<file path="src/rtl/solver_result_collector.sv">
`default_nettype none
// ============================================================================
// Module  : solver_result_collector
// Purpose : Round-robin collector of solver lane results into frame-buffer writes.
// Revision: 1.0
// ============================================================================
module solver_result_collector #(
    parameter int NUM_SOLVERS = 1,
    parameter int ITER_WIDTH  = 16,
    parameter int COORD_WIDTH = 10,
    parameter int WIDTH       = 640,
    parameter int HEIGHT      = 480,
    parameter int ADDR_WIDTH  = 19
) (
    input  logic                              clock,
    input  logic                              reset,
    input  logic                              frame_start,
    input  logic [NUM_SOLVERS-1:0]            in_valid,
    output logic [NUM_SOLVERS-1:0]            in_ready,
    input  logic [NUM_SOLVERS*COORD_WIDTH-1:0] in_x,
    input  logic [NUM_SOLVERS*COORD_WIDTH-1:0] in_y,
    input  logic [NUM_SOLVERS*ITER_WIDTH-1:0]  in_iter,
    output logic                              mem_we,
    output logic [ADDR_WIDTH-1:0]             mem_addr,
    output logic [ITER_WIDTH-1:0]             mem_data,
    input  logic                              mem_ready,
    output logic [ADDR_WIDTH-1:0]             pixel_count,
    output logic                              frame_done,
    output logic                              err
);

    localparam int RR_WIDTH = (NUM_SOLVERS > 1) ? $clog2(NUM_SOLVERS) : 1;
    localparam logic [ADDR_WIDTH-1:0] LAST_COUNT = ADDR_WIDTH'(WIDTH * HEIGHT - 1);

    logic [RR_WIDTH-1:0]    rr;
    logic [RR_WIDTH-1:0]    grant;
    logic [RR_WIDTH-1:0]    rr_next;
    logic                   grant_valid;
    logic                   can_accept;
    logic                   handshake;
    logic                   complete;
    logic                   in_range;
    logic [COORD_WIDTH-1:0] sel_x;
    logic [COORD_WIDTH-1:0] sel_y;
    logic [ITER_WIDTH-1:0]  sel_iter;
    logic [ADDR_WIDTH-1:0]  lin_addr;

    // Scan from the highest offset down so the lane nearest rr wins last.
    always_comb begin
        int idx;
        idx         = 0;
        grant       = '0;
        grant_valid = 1'b0;
        for (int k = NUM_SOLVERS - 1; k >= 0; k--) begin
            idx = int'(rr) + k;
            if (idx >= NUM_SOLVERS) begin
                idx = idx - NUM_SOLVERS;
            end
            if (in_valid[RR_WIDTH'(idx)]) begin
                grant       = RR_WIDTH'(idx);
                grant_valid = 1'b1;
            end
        end
    end

    assign can_accept = !mem_we || mem_ready;
    assign handshake  = grant_valid && can_accept;
    assign complete   = mem_we && mem_ready;

    always_comb begin
        in_ready = '0;
        if (handshake) begin
            in_ready[grant] = 1'b1;
        end
    end

    assign sel_x    = in_x[int'(grant)*COORD_WIDTH +: COORD_WIDTH];
    assign sel_y    = in_y[int'(grant)*COORD_WIDTH +: COORD_WIDTH];
    assign sel_iter = in_iter[int'(grant)*ITER_WIDTH +: ITER_WIDTH];
    assign in_range = (32'(sel_x) < 32'(WIDTH)) && (32'(sel_y) < 32'(HEIGHT));
    assign lin_addr = ADDR_WIDTH'(32'(sel_y) * 32'(WIDTH) + 32'(sel_x));
    assign rr_next  = (int'(grant) == NUM_SOLVERS - 1) ? '0 : grant + 1'b1;

    always_ff @(posedge clock or negedge reset) begin
        if (!reset) begin
            rr       <= '0;
            mem_we   <= 1'b0;
            mem_addr <= '0;
            mem_data <= '0;
        end else if (handshake) begin
            rr <= rr_next;
            if (in_range) begin
                mem_we   <= 1'b1;
                mem_addr <= lin_addr;
                mem_data <= sel_iter;
            end else begin
                mem_we <= 1'b0;
            end
        end else if (complete) begin
            mem_we <= 1'b0;
        end
    end

    // frame_start takes priority over a coincident completion or error.
    always_ff @(posedge clock or negedge reset) begin
        if (!reset) begin
            pixel_count <= '0;
            frame_done  <= 1'b0;
            err         <= 1'b0;
        end else if (frame_start) begin
            pixel_count <= '0;
            frame_done  <= 1'b0;
            err         <= 1'b0;
        end else begin
            if (complete && !frame_done) begin
                pixel_count <= pixel_count + 1'b1;
                if (pixel_count == LAST_COUNT) begin
                    frame_done <= 1'b1;
                end
            end
            if (handshake && !in_range) begin
                err <= 1'b1;
            end
        end
    end

endmodule
`default_nettype wire
</file>
<file path="config.mk">
export PLATFORM = sky130hd
export DESIGN_NAME = solver_result_collector
export DESIGN_NICKNAME = d
export VERILOG_FILES = /design/src/rtl/solver_result_collector.sv
export SDC_FILE = /design/constraint.sdc
export NUM_CORES = 1
export LEC_CHECK = 0
export CORE_MARGIN = 2
export CORE_UTILIZATION = 42
export DETAILED_ROUTE_END_ITERATION = 8
export GPL_ROUTABILITY_DRIVEN = 0
export PLACE_DENSITY = 0.87
export SLEW_MARGIN = 5
export SYNTH_ARGS = -nofsm -noshare
export SYNTH_HDL_FRONTEND = slang
export SYNTH_SLANG_ARGS = --single-unit
</file>
<file path="constraint.sdc">
create_clock -name clock -period 1.77 [get_ports clock]
set_input_delay 0.177 -clock clock [delete_from_list [all_inputs] [get_ports clock]]
set_output_delay 0.177 -clock clock [all_outputs]
set_load 0.05 [all_outputs]
</file>
==> impl_metrics.toml, run 1 <==
[status]
status = "complete, but fails checks"
violations = "negative setup slack"

[cts]
cts_sinks = 57
h-tree-depth = 3
cts_buffer_depth = 2
cts-root-buf = "clkbuf_8"
clk_pin_slew_ns = 0.07
insertion_delay_ns = 0.33
cts_tree = "yes"
cts_buffers = 9

[detailed_routing]
drc = 0
wl_um = 8831
num_vias = 2940
dr.pass1.iters = 4
drt-vias-per-instance = 5.131
wl_per_cell_um = 15.41
drt.antenna.violating_nets = 0
first_iter_violations = 100

[critical_path]
path_buf_inv = 1
startpoint_type = "primary input"
cp_slowest_cell = "a221oi_4"
reg2reg_depth = 7
r2r_setup_slack_ns = 0.12
cp_num_cells = 10
worst_ep_arrival_time_ns = 2.25
cpPeakStageDelay_ns = 0.35
cp.required_ns = 2.00
crit_fanout = 2
cp_top_family = "compound AO/OA/AOI/OAI gates"
path_class = "primary input to register"
cp_common_cell = "ha_4"
cp_cell_sequence = "buf_8 > ha_4 > ha_4 > fa_2 > a21o_1 > a221oi_4 > a21oi_2 > xor2_1 > and4_4 > o31ai_2"
cp-end-kind = "register"

[grt]
gr-max-usage-layer = "met2"
overflow = 0
grt_max_degree = 36
grt_use_met3_pct = 4.664
grt_pass1_wl_um = 13940
met2_usage_pct = 42.06
grtUsageMet1_pct = 25.18
track_usage_pct = 23.03
grt_pass1_vias = 3061
antenna_found_initial = 0

[final_layout]
finish.instance_area_sq_um = 5009
syn_to_final_growth_pct = 66.03
num-nets-final = 535
layout_commonest_cell = "nand2_1"
drive_gt1_share_pct = 26.62
nFillCells = 486
diodes = 0
stdcell_count = 573
final_cell_mix = "nand2_1 (99), clkdlybuf4s50_1 (71), dfrtp_1 (46), buf_4 (46), nor2_1 (26)"

[synth]
syn_avg_cell_area_sq_um = 9.225
synthFlopType = "dfrtp_1"
syn_area_sq_um = 3017
synth_cell_types = 38
ys_seq_elements = 57
syn_inst = 327
synth_fp_nets = 390
synth-warning-count = 0
ys_async_sr_fraction_pct = 100.0
synth_edf_count = 0
yosysSeqAreaShare_pct = 47.28

[pwr]
ir_worst_vdd_uv = 496.8
power_density_nw_per_um2 = 1001
leakagePower_nw = 2.433

[placement]
place_ws_ns = -1.004
place_inst = 551
place_area_sq_um = 4507
io_buffers = 98
dp_hpwl_um = 6244

[sta]
hold-worst-slack_ns = 0.2278
hold_viol_final = 0
period_needed_ns = 2.016
tightest_slew_ns = 0.5569
relSlewSlack_pct = 62.76
rsz0062_at_grt = "yes"
fin_skew_ns = 0.009492
fin_ws_ns = -0.2464
drv_slew = 0
setup_viol = 4
period_share_pct = 113.9
fmax_mhz = 495.9

[floorplanning]
die_x_um = 88.75
core_region_area_sq_um = 6869
num_rows = 30
die_y_um = 88.75
ios = 99
start_util_pct = 43.92
dieArea_sq_um = 7877

[worst_hold_path]
whs_path_depth = 4
hold_path.class = "primary input to register"

[run]
cap_viol_max_count = 0
stage by stage:
stage | power [mW] | setup TNS, ns | utilization, %
2_1_floorplan | 2.743 | -2.426 | -
3_3_place_gp | 3.483 | -6.251 | 65.61
3_5_place_dp | 3.539 | -7.040 | 65.61
4_1_cts | 4.973 | -0.5067 | 71.53
5_1_grt | 5.253 | -0.9588 | 72.91
6_report | 5.016 | -0.7132 | 72.91
cell type report:
| type | count | area (sq um) | share of cell area (%) |
|---|---|---|---|
| clock inverter | 5 | 78.83 | 1.574 |
| multi-input combinational | 254 | 1844 | 36.82 |
| clock buffer | 11 | 141.4 | 2.823 |
| timing repair buffer | 145 | 1365 | 27.25 |
| sequential | 57 | 1440 | 28.75 |
| inverter | 5 | 18.77 | 0.3747 |
| tap | 96 | 120.1 | 2.398 |
final timing paths:
path / start / endpoint
max in group asynchronous: reset / pixel_count[7]
worst max-delay path: in_y[3] / mem_addr[18]
worst min register to register: mem_addr[2] / mem_addr[2]
min in group asynchronous: reset / mem_data[1]
worst max register to register: pixel_count[0] / pixel_count[18]
worst min-delay path: in_x[7] / mem_addr[7]
layer usage:
metal  vias up  wire, um
met5         -         0
met4         0       266
met3        26       433
met2       108      4802
met1      1425      3329
li1       1381         -
logic make-up (layout without fill, tap and decap cells):
group	Yosys count	after routing	synth area share, %
buf+inv	16	166	2.032
simple gates	165	165	24.43
flops	57	57	47.28
xor+xnor	31	31	9.000
fa+ha+maj	22	22	9.623
compound gates	36	36	7.631
synth_stat cells (all sizes together) (3+ instances only):
library cell,number,area share [%]
a21o,3,0.75
a21oi,7,1.2
and3,8,1.8
clkbuf,10,1.2
dfrtp,57,47
ha,20,8.3
inv,5,0.62
nand2,99,12
nand3,8,1.3
nand4,5,1.0
nor2,29,3.6
nor3,4,1.0
o21ai,15,2.5
xnor2,10,2.9
xor2,21,6.1
flip-flops by register name, summed over array words and instances (netlist names):
name,flops
mem_data,16
frame_done,1
err,1
pixel_count,19
mem_we,1
mem_addr,19
worst register-to-register path: stages (launching register included):
cell and delay [ns]:
dfrtp_2 0.43, ha_4 0.16, nand3_4 0.09, nor3_4 0.20, and3_1 0.25, nand3_1 0.14, xor2_1 0.19, nor2_1 0.07
power breakdown:
group	leakage [nW]	switching, mW	internal, mW
combinational	1.60	1.25	0.806
clock	0.113	0.523	0.829
sequential	0.720	0.116	1.49
total	2.43	1.89	3.13
what timing repair did:
item | 4_1_cts | 5_1_grt
pin swaps | 18 | 12
endpoints found under the setup margin | 13 | 16
endpoints found under the hold margin | 22 | 0
hold buffers | 1 | 0
gates resized for setup | 61 | 21
buffers inserted | 2 | 3
Power figures use the tool's default switching activity.
==> run 2, diff against run 1 <==
CORE_MARGIN = default   (was 2)
CORE_UTILIZATION = 45   (was 42)
GPL_TIMING_DRIVEN = 0   (was default)
PLACE_DENSITY = 0.89   (was 0.87)
clock period = 2.6 ns   (was 1.77 ns; I/O delays follow)
==> impl_metrics.toml, run 2 (synthesis gave the netlist of run 1 again) <==
[pwr]
leakagePower_nw = 2.038
total_power_mw = 3.124
p_sw_share_pct = 38.11
ir_worst_vdd_uv = 493.0
power_frac_clock_pct = 26.0
combinationalPowerShare_pct = 38.8
seqPwrFrac_pct = 35.2
power_density_nw_per_um2 = 716.1
p_switching_mw = 1.190
cell_internal_pwr_mw = 1.933

[placement]
dp_hpwl_um = 5694
io_buffers = 98
place_area_sq_um = 4109

[cts]
cts-root-buf = "clkbuf_8"
cts_sinks = 57
insertion_delay_ns = 0.33
cts_tree = "yes"
clk_pin_slew_ns = 0.06
h-tree-depth = 3
cts_buffer_depth = 2
cts_buffers = 9

[critical_path]
cp-end-kind = "register"
cp_slowest_cell = "clkdlybuf4s50_1"
cp_cell_sequence = "clkdlybuf4s50_1 > ha_1 > ha_2 > fa_2 > a21o_1 > a221oi_4 > xnor2_2 > and3_4 > and4_4 > o31ai_2"
cp.required_ns = 2.80
path_class = "primary input to register"
crit_fanout = 3
cpPeakStageDelay_ns = 0.45
worst_ep_arrival_time_ns = 2.73
startpoint_type = "primary input"

[floorplanning]
start_util_pct = 46.97
die_y_um = 83.88
num_rows = 29
dieArea_sq_um = 7035
die_x_um = 83.88
ios = 99
core_region_area_sq_um = 6422

[detailed_routing]
wl_per_cell_um = 14.39
drt.antenna.violating_nets = 0
wl_um = 7484
drc = 11
dr.pass1.iters = 6
drt-vias-per-instance = 5.113
first_iter_violations = 155
num_vias = 2659

[final_layout]
diodes = 0
reg_top3 = "mem_addr (19), pixel_count (19), mem_data (16)"
multiInputGateArea_sq_um = 1572
final_cell_mix = "nand2_1 (99), clkdlybuf4s50_1 (95), dfrtp_1 (57)"
seq_area_sq_um = 1426
num-nets-final = 502
layout_commonest_cell = "nand2_1"
finish.instance_area_sq_um = 4362
drive_gt1_share_pct = 7.223
nFillCells = 497
syn_to_final_growth_pct = 44.59

[sta]
setup_viol = 0
drv_slew = 0
fmax_mhz = 394.6
rsz0062_at_grt = "no"
period_needed_ns = 2.534
period_share_pct = 97.47
hold-worst-slack_ns = 0.4386
fin_skew_ns = 0.007830
hold_viol_final = 0
relSlewSlack_pct = 63.32
tightest_slew_ns = 0.5485

[grt]
grt_max_degree = 37
grt_pass1_vias = 2708
gr-max-usage-layer = "met2"
overflow = 0
antenna_found_initial = 0
grtUsageMet1_pct = 27.84
grt_use_met3_pct = 8.309
grt_pass1_wl_um = 12630
track_usage_pct = 22.94
met2_usage_pct = 38.60

[status]
violations = "design-rule violations"
status = "complete, but fails checks"

[worst_hold_path]
hold_path.class = "primary input to async pin"

[run]
cap_viol_max_count = 0
## run 2: changes by cell type in the layout (fill, tap and decap cells not counted), sizes merged
cell and delta:
buf -52, bufinv -1, clkbuf +11, clkdlybuf4s15 -1, clkdlybuf4s50 +24, clkinv -1, dlygate4sd2 -6, dlymetal6s2s -8
## run 2: worst max-delay path, delay by kind of cell
family          cells  cell delay [ns]
fa+ha+maj           3             0.80
compound gates      3             0.63
buf+inv             1             0.45
simple gates        2             0.42
xor+xnor            1             0.17
## run 2: layout make-up
class	count	area share [%]
buffer	11	0.9753
clock buffer	12	3.557
multi-input combinational	254	36.03
clock inverter	3	0.9180
tap	77	2.209
timing repair buffer	101	23.18
inverter	5	0.4303
sequential	57	32.70
## run 2: metrics by stage
step / worst slack (ns) / utilization (%) / TNS, ns / cells
after floorplan: 0.1677 / - / 0 / 327
after global placement: -0.4646 / 63.74 / -25.81 / 502
after detailed placement: -0.6045 / 63.98 / -2.490 / 503
after CTS: 0.05626 / 67.68 / 0 / 520
after global routing: 0.01138 / 67.91 / 0 / 520
final: 0.06566 / 67.91 / 0 / 520
## run 2: power by group through the flow
stage	Sequential (mW)	Clock [mW]	Combinational, mW
CTS	1.10	0.836	1.21
global route	1.11	0.878	1.28
floorplan	1.56	0	0.296
global placement	1.11	0	1.16
finish	1.10	0.813	1.21
detailed placement	1.11	0	1.19
## run 2: final timing paths
kind / from / end / slack, ns / cells after the start
worst max-delay path: in_y[0] / mem_addr[18] / 0.07 / 10
worst min-delay path: reset / pixel_count[2] / 0.44 / 2
worst max register to register: pixel_count[0] / pixel_count[16] / 0.56 / 8
worst min register to register: mem_data[9] / mem_data[9] / 0.48 / 2
max in group asynchronous: reset / pixel_count[13] / 1.59 / 3
min in group clock: in_x[6] / mem_addr[6] / 0.46 / 3
## run 2: repair_timing
action / in CTS / in global routing
buffers inserted: 1 / 0
gates resized for setup: 7 / 3
pin swaps: 6 / 3
endpoints found under the hold margin: 21 / 0
hold buffers: 1 / 0
setup endpoints to repair: 4 / 4
## run 2: routing by layer
layer	vias up	share of wire (%)	wire length, um
met5	-	0	0
met4	0	1.2	92
met3	9	5.8	432
met2	80	51	3781
met1	1260	42	3178
li1	1310	-	-
